**src/rtl/lsu_rmw.sv**
```systemverilog
// Load/store unit: turns RV32I b/h/w loads and stores into whole-word
// accesses on a word-only memory. Sub-word stores read, merge, then write.
module lsu_rmw #(
    parameter int unsigned MEM_WORDS   = 16000,
    parameter bit          CHECK_RANGE = 1'b1
) (
    input  logic        clk,
    input  logic        rst,
    input  logic        req,
    input  logic        we_req,
    input  logic [2:0]  funct3,
    input  logic [31:0] addr,
    input  logic [31:0] wdata,
    output logic        busy,
    output logic        done,
    output logic        err,
    output logic [31:0] rdata,
    output logic [31:0] mem_addr,
    output logic [31:0] mem_wd,
    output logic        mem_we,
    input  logic [31:0] mem_rd
);

    typedef enum logic [2:0] {
        S_IDLE  = 3'd0,
        S_READ  = 3'd1,
        S_WRITE = 3'd2,
        S_DONE  = 3'd3,
        S_ERR   = 3'd4
    } state_t;

    // Request fields latched at accept.
    typedef struct packed {
        logic [31:0] addr;
        logic [31:0] wdata;
        logic [2:0]  f3;
        logic        we;
    } req_t;

    state_t      state_q, state_d;
    req_t        rq_q, rq_d;
    logic [31:0] word_q, word_d;
    logic [31:0] rdata_q, rdata_d;

    logic        accept;
    logic        acc_err;
    logic [31:0] merged;
    logic [7:0]  ld_b;
    logic [15:0] ld_h;

    // Accept decode and the error check on the incoming request.
    always_comb begin
        accept  = (state_q == S_IDLE) && req;
        acc_err = 1'b0;
        case (funct3)
            3'b011, 3'b110, 3'b111: acc_err = 1'b1;
            default: ;
        endcase
        if (we_req && funct3[2])                         acc_err = 1'b1;
        if (funct3[1:0] == 2'b01 && addr[0])             acc_err = 1'b1;
        if (funct3[1:0] == 2'b10 && addr[1:0] != 2'b00)  acc_err = 1'b1;
        if (CHECK_RANGE && ({2'b00, addr[31:2]} >= MEM_WORDS)) acc_err = 1'b1;
    end

    // State register and latched request/data.
    always_ff @(posedge clk) begin
        if (rst) begin
            state_q <= S_IDLE;
            rq_q    <= '0;
            word_q  <= '0;
            rdata_q <= '0;
        end else begin
            state_q <= state_d;
            rq_q    <= rq_d;
            word_q  <= word_d;
            rdata_q <= rdata_d;
        end
    end

    // Next state: sub-word stores need the old word before merging.
    always_comb begin
        state_d = state_q;
        case (state_q)
            S_IDLE: begin
                if (accept) begin
                    if (acc_err)                                state_d = S_ERR;
                    else if (we_req && funct3[1:0] == 2'b10)    state_d = S_WRITE;
                    else                                        state_d = S_READ;
                end
            end
            S_READ:  state_d = rq_q.we ? S_WRITE : S_DONE;
            S_WRITE: state_d = S_DONE;
            S_DONE:  state_d = S_IDLE;
            S_ERR:   state_d = S_IDLE;
            default: state_d = S_IDLE;
        endcase
    end

    // Lane extract from the live read word; captured in READ.
    always_comb begin
        ld_b    = mem_rd[{rq_q.addr[1:0], 3'b000} +: 8];
        ld_h    = mem_rd[{rq_q.addr[1], 4'b0000} +: 16];
        rq_d    = accept ? '{addr: addr, wdata: wdata, f3: funct3, we: we_req} : rq_q;
        word_d  = word_q;
        rdata_d = rdata_q;
        if (state_q == S_READ) begin
            word_d = mem_rd;
            if (!rq_q.we) begin
                case (rq_q.f3)
                    3'b000:  rdata_d = {{24{ld_b[7]}}, ld_b};
                    3'b100:  rdata_d = {24'h0, ld_b};
                    3'b001:  rdata_d = {{16{ld_h[15]}}, ld_h};
                    3'b101:  rdata_d = {16'h0, ld_h};
                    default: rdata_d = mem_rd;
                endcase
            end
        end
    end

    // Merge store data into the word read back in READ.
    always_comb begin
        merged = word_q;
        case (rq_q.f3[1:0])
            2'b00:   merged[{rq_q.addr[1:0], 3'b000} +: 8] = rq_q.wdata[7:0];
            2'b01:   merged[{rq_q.addr[1], 4'b0000} +: 16] = rq_q.wdata[15:0];
            default: merged = rq_q.wdata;
        endcase
    end

    // Outputs are pure decodes of the registered state.
    always_comb begin
        busy     = (state_q != S_IDLE);
        done     = (state_q == S_DONE) || (state_q == S_ERR);
        err      = (state_q == S_ERR);
        mem_we   = (state_q == S_WRITE);
        mem_wd   = (state_q == S_WRITE) ? merged : 32'h0;
        mem_addr = {rq_q.addr[31:2], 2'b00};
        rdata    = rdata_q;
    end

endmodule
```
**config.mk**
```make
export PLATFORM = sky130hd
export DESIGN_NAME = lsu_rmw
export DESIGN_NICKNAME = d
export VERILOG_FILES = /design/src/rtl/lsu_rmw.sv
export SDC_FILE = /design/constraint.sdc
export NUM_CORES = 1
export LEC_CHECK = 0
export CAP_MARGIN = 20
export CORE_MARGIN = 8
export CORE_UTILIZATION = 35
export CTS_CLUSTER_SIZE = 30
export DETAILED_ROUTE_END_ITERATION = 12
export PLACE_DENSITY_LB_ADDON = 0.25
export SLEW_MARGIN = 10
export SYNTH_ARGS = -nofsm -noshare
export SYNTH_HDL_FRONTEND = slang
export SYNTH_SLANG_ARGS = --single-unit
```
**constraint.sdc**
```tcl
create_clock -name clk -period 3.33 [get_ports clk]
set_input_delay 0.8325 -clock clk [delete_from_list [all_inputs] [get_ports clk]]
set_output_delay 0.8325 -clock clk [all_outputs]
set_load 0.005 [all_outputs]
```
Word level (Yosys, flattened, before mapping)
Index checks and enable logic that the tools add are counted.
{"block": "totals", "ff_bits": 135, "input_bits": 103, "elab_cells": 59}
{"block": "classes", "add_sub_neg": 2, "magnitude_cmp": 1, "n_eq_ne": 14, "shifts": 6, "n_mux": 15, "bitwise": 1, "n_reduce_logical": 13}
{"operator": "$pmux 32 s4", "n": 1}
{"operator": "$bwmux 32", "n": 2}
{"operator": "$pmux 32 s2", "n": 1}
{"operator": "$mux 32", "n": 1}
{"operator": "$shift 16x7->32 const A", "n": 1}
{"operator": "$shift 8x7->32 const A", "n": 1}
{"operator": "$shiftx 16x7->32", "n": 1}
{"operator": "$shiftx 32x6->16", "n": 1}
{"operator": "$shiftx 32x6->8", "n": 1}
{"operator": "$shiftx 8x7->32", "n": 1}
{"operator": "$ge 30x14->1 const B", "n": 1}
{"operator": "$eq 3x3->1 const B", "n": 5}
{"operator": "$neg 5->7", "n": 2}
{"operator": "$eq 3x2->1 const B", "n": 3}
{"operator": "$pmux 3 s3", "n": 1}
{"operator": "$eq 3x1->1 const B", "n": 2}
{"operator": "$logic_not 3->1", "n": 2}
{"operator": "$mux 1", "n": 6}
{"operator": "$mux 3", "n": 2}
{"operator": "$logic_and 1x1->1", "n": 5}
{"operator": "$eq 2x1->1 const B", "n": 2}
{"operator": "$reduce_bool 3->1", "n": 1}
{"operator": "$reduce_or 3->1", "n": 1}
{"operator": "$eq 2x2->1 const B", "n": 1}
{"operator": "other kinds (7)", "n": 7}

Longest topological paths before layout
Gate-level depths: netlist (run 1).
{"block": "logic_depth", "word_depth": 10, "ltp_mapped": 8, "depth_no_buf": 6}

Worst setup path after synthesis (run 1)
Ideal clock, no wire load.
{"block": "synth_path", "path_type": "reg2out", "from": "reg rq_q[37] in the netlist's numbering", "to": "out mem_wd[16]", "arrival_ns": 2.158, "required_time_ns": 2.497, "slack_ns": 0.339, "stages_incl_launch_ff": 9, "n_path_buf": 2, "cell_sequence": "dfxtp_1 > buf_4 > clkinv_1 > ha_1 > nor4bb_1 > clkbuf_2 > a221oi_1 > a211o_1 > a21oi_1"}
{"block": "synth_via", "elab_chain_cells": 5}
{"element": "from (decl)", "line": "41", "source": "req_t rq_q, rq_d;"}
{"element": "from (signal assigned)", "line": "74", "source": "rq_q <= rq_d;"}
{"element": "$neg 5->7, on equally long branches", "line": "125, 124"}
{"element": "$shiftx 16x7->32, or another cell as far along", "line": "125", "source": "2'b01: merged[{rq_q.addr[1], 4'b0000} +: 16] = rq_q.wdata[15:0];"}
{"element": "$bwmux 32, on equally long branches", "line": "125, 124"}
{"element": "$pmux 32 s2 (*)", "line": "123", "source": "case (rq_q.f3[1:0])"}
{"element": "$mux 32 (*)", "line": "136", "source": "mem_wd = (state_q == S_WRITE) ? merged : 32'h0;"}
{"element": "to (decl)", "line": "19", "source": "output logic [31:0] mem_wd,"}
Every way passes the cells marked *; elsewhere a longest branch is shown, timed or not.

Worst setup path in the final report (run 1)
{"block": "layout_path", "from": "reg rq_q[37] in the netlist's numbering", "to": "out mem_wd[13]"}
Same word-level chain as after synthesis.

==> results of run 1 <==
## registers in the layout (all words and copies together) (netlist names)
register,count
mem_addr,30
rq_q,38
word_q,32
state_q,3
rdata,32
## power by group through the flow
stage	Combinational, W	Clock, W	Sequential, W
floorplan	0.000293	0	0.00173
global placement	0.000524	0	0.00174
detailed placement	0.000526	0	0.00175
CTS	0.000538	0.00198	0.00171
global route	0.000592	0.00204	0.00172
finish	0.000543	0.00195	0.00171
## metal layers
metal	part of all wire	vias up	routed length [µm]	track usage
li1	-	3301	-	-
met1	0.42	3117	10100	0.236
met2	0.46	251	11200	0.317
met3	0.10	35	2430	0.0723
met4	0.021	0	509	0.0650
met5	0	-	0	0
## critical path: stages (launching register included)
cell and delay (ns):
dfxtp_2 0.33, inv_4 0.07, buf_4 0.17, ha_1 0.17, and4b_2 0.33, a22o_1 0.15, nand2_1 0.06, a21oi_2 0.19
clkdlybuf4s50_1 0.53
## final timing paths
| kind | start | end | cells past startpoint |
|---|---|---|---|
| hold / removal | mem_addr[5] | mem_addr[5] | 2 |
| setup reg to reg | rq_q[2] | rdata[11] | 5 |
| hold reg to reg | mem_addr[5] | mem_addr[5] | 2 |
| setup / recovery | rq_q[37] | mem_wd[13] | 8 |
## Yosys cell counts (3+ instances only)
cell type,n,area [µm²]
buf_1,6,22.5
nand2_1,254,953
nor3b_1,4,30.0
nor4_1,4,25.0
clkbuf_1,36,135
a211oi_1,16,120
a221oi_1,16,140
buf_2,16,80.1
nand2b_1,7,43.8
nand3_1,4,20.0
a22o_1,16,140
a21o_1,3,22.5
a22oi_1,16,120
buf_6,3,33.8
dfxtp_1,135,2700
inv_1,8,30.0
a21boi_0,8,60.1
o21ai_0,14,70.1
nor2b_1,7,43.8
ha_1,5,62.6
a211o_1,16,140
a211oi_2,11,138
o22ai_1,4,25.0
mux2_2,11,124
a21oi_1,127,636
nor2_1,32,120
mux2i_1,22,220
buf_4,40,300
## through the flow
stage / TNS [ns] / total power, W / cells / utilization
after floorplan: 0 / 0.00202 / 876 / -
after global placement: 0 / 0.00227 / 1259 / 0.456
after detailed placement: 0 / 0.00227 / 1259 / 0.456
after CTS: -0.507 / 0.00422 / 1299 / 0.493
after global routing: -0.0540 / 0.00435 / 1302 / 0.495
final: 0 / 0.00420 / 1302 / 0.495
## area by class of cell
cell class | count | area [µm²] | area share
sequential | 135 | 2710 | 0.283
clock buffer | 17 | 425 | 0.0444
inverter | 9 | 36.3 | 0.00379
tap | 265 | 332 | 0.0346
clock inverter | 15 | 174 | 0.0182
multi-input combinational | 630 | 3640 | 0.380
timing repair buffer | 231 | 2260 | 0.236
## cells by family (layout without fill, tap and decap cells)
kind of cell,after synthesis,count (layout)
AND/OR/NAND/NOR,330,330
AO/OA/AOI/OAI,260,260
flip-flops,135,135
buffers and inverters,111,272
multiplexers,33,33
adder cells (fa/ha/maj),5,5
other,1,2
## what timing repair did
item,CTS,global route
gates resized for setup,35,31
setup endpoints to repair,31,30
pin swaps,0,3
hold endpoints to repair,0,0
buffers inserted,8,3
==> impl_metrics.py, run 1 <==
metrics = {
    "status": {
        "outcome": "completed",
    },
    "worst_setup_path": {
        "crit_path_start_kind": "register",
        "ff2ff_setup_slack_ns": 1.16,
        "cp_max_fo": 9,
        "endpoint_kind": "output port",
        "worst-endpoint-arrival_ns": 2.42,
        "crit_required_ns": 2.50,
        "path_class": "register to output port",
    },
    "global_route": {
        "grt_max_degree": 74,
        "grt_pass1_vias": 6548,
        "antenna_found_initial": 0,
        "grt_first_pass_wirelength_mm": 37.3,
        "grtUsageTotal": 0.196,
        "globalRouteOverflowTotal": 0,
    },
    "min_path": {
        "hold_path_class": "register to register",
    },
    "cts": {
        "cts_tree": "yes",
        "hold_buffers": 0,
        "clk_pin_slew_worst_paths_ns": 0.06,
        "clk_latency_ns": 0.42,
        "htreeDepth": 4,
        "cts.sinks": 135,
        "cts-root-buf": "clkbuf_16",
        "clockBufferDepth": 2,
        "cts_buffers": 17,
    },
    "placed_design": {
        "place_ws_ns": 0.142,
        "placed_area_mm2": 0.00882,
        "io_buffers": 200,
        "hpwl_mm": 17.5,
        "gp_congestion": 0.904,
    },
    "floorplan": {
        "initial_core_util": 0.355,
        "fp.coreArea_mm2": 0.0193,
        "io_pins": 203,
        "die-area_mm2": 0.0244,
        "fp-row-count": 51,
        "die_w_um": 156,
        "die_y_um": 156,
    },
    "logic_synthesis": {
        "synthArstFlopShare": 0,
        "yosysWarningCount": 0,
        "synth-edff-count": 0,
        "syn_avg_cell_area_um2": 7.85,
        "synth_fa_ha_area_frac": 0.00911,
        "yosysSeqAreaShare": 0.393,
        "synth-xor-area-share": 0,
        "synth_compound_area_frac": 0.254,
        "synth_top_family_by_area": "compound AO/OA/AOI/OAI gates",
        "synth-simple-area-share": 0.204,
        "syn_area_mm2": 0.00687,
        "synth_ff_type": "dfxtp_1",
        "ys_ff_latch": 135,
        "synthMuxAreaShare": 0.0501,
        "synth_cell_types": 56,
        "netlist_instances": 875,
    },
    "sta": {
        "slew-limit-headroom": 0.314,
        "finalCritPeriodShare": 0.978,
        "fmax_mhz": 307,
        "tightestPinTransition_ns": 1.03,
        "worst_slack_ns": 0.0731,
        "drv_slew": 0,
        "worst_clock_skew_ns": 0.00938,
        "holdWs_ns": 0.452,
        "finalHoldViolCount": 0,
        "rsz0062_at_grt": "true",
        "fin_crit_ns": 3.26,
        "setup_viol": 0,
    },
    "power": {
        "internal_power_w": 0.00311,
        "p_switching_w": 0.00109,
        "leakage_nw": 3.37,
        "swShare": 0.259,
        "power_frac_clock": 0.463,
        "p_comb_frac": 0.129,
        "p_per_area_mw_per_mm2": 439,
        "irDropWorstVdd_mv": 0.417,
        "seqPwrFrac": 0.408,
    },
    "routing": {
        "remaining_drc_errors": 0,
        "routed_wl_mm": 24.2,
        "wl_per_cell_um": 18.6,
        "dr.pass1.iters": 5,
        "ant_nets": 0,
        "drt-initial-drc-count": 361,
        "vias": 6704,
        "vias_per_cell": 5.15,
    },
    "layout": {
        "nets": 1132,
        "fillers": 1917,
        "diodes": 0,
        "layout_common_cells": "253 x nand2_1, 179 x clkdlybuf4s50_1, 131 x dfxtp_1",
        "area_growth_pct": 39.3,
        "final_common_cell": "nand2_1",
        "final_cell_area_mm2": 0.00957,
        "drive_gt1_frac": 0.120,
    },
    "job": {
        "cap_viol_max_count": 0,
    },
}
No activity file was read; power rests on OpenSTA's default activity.
==> run 2: changes to the inputs <==
Settings changed: CAP_MARGIN 20 to 10.
==> results of run 2 <==
The final DEF is identical to that of run 1; final timing and power are the same.
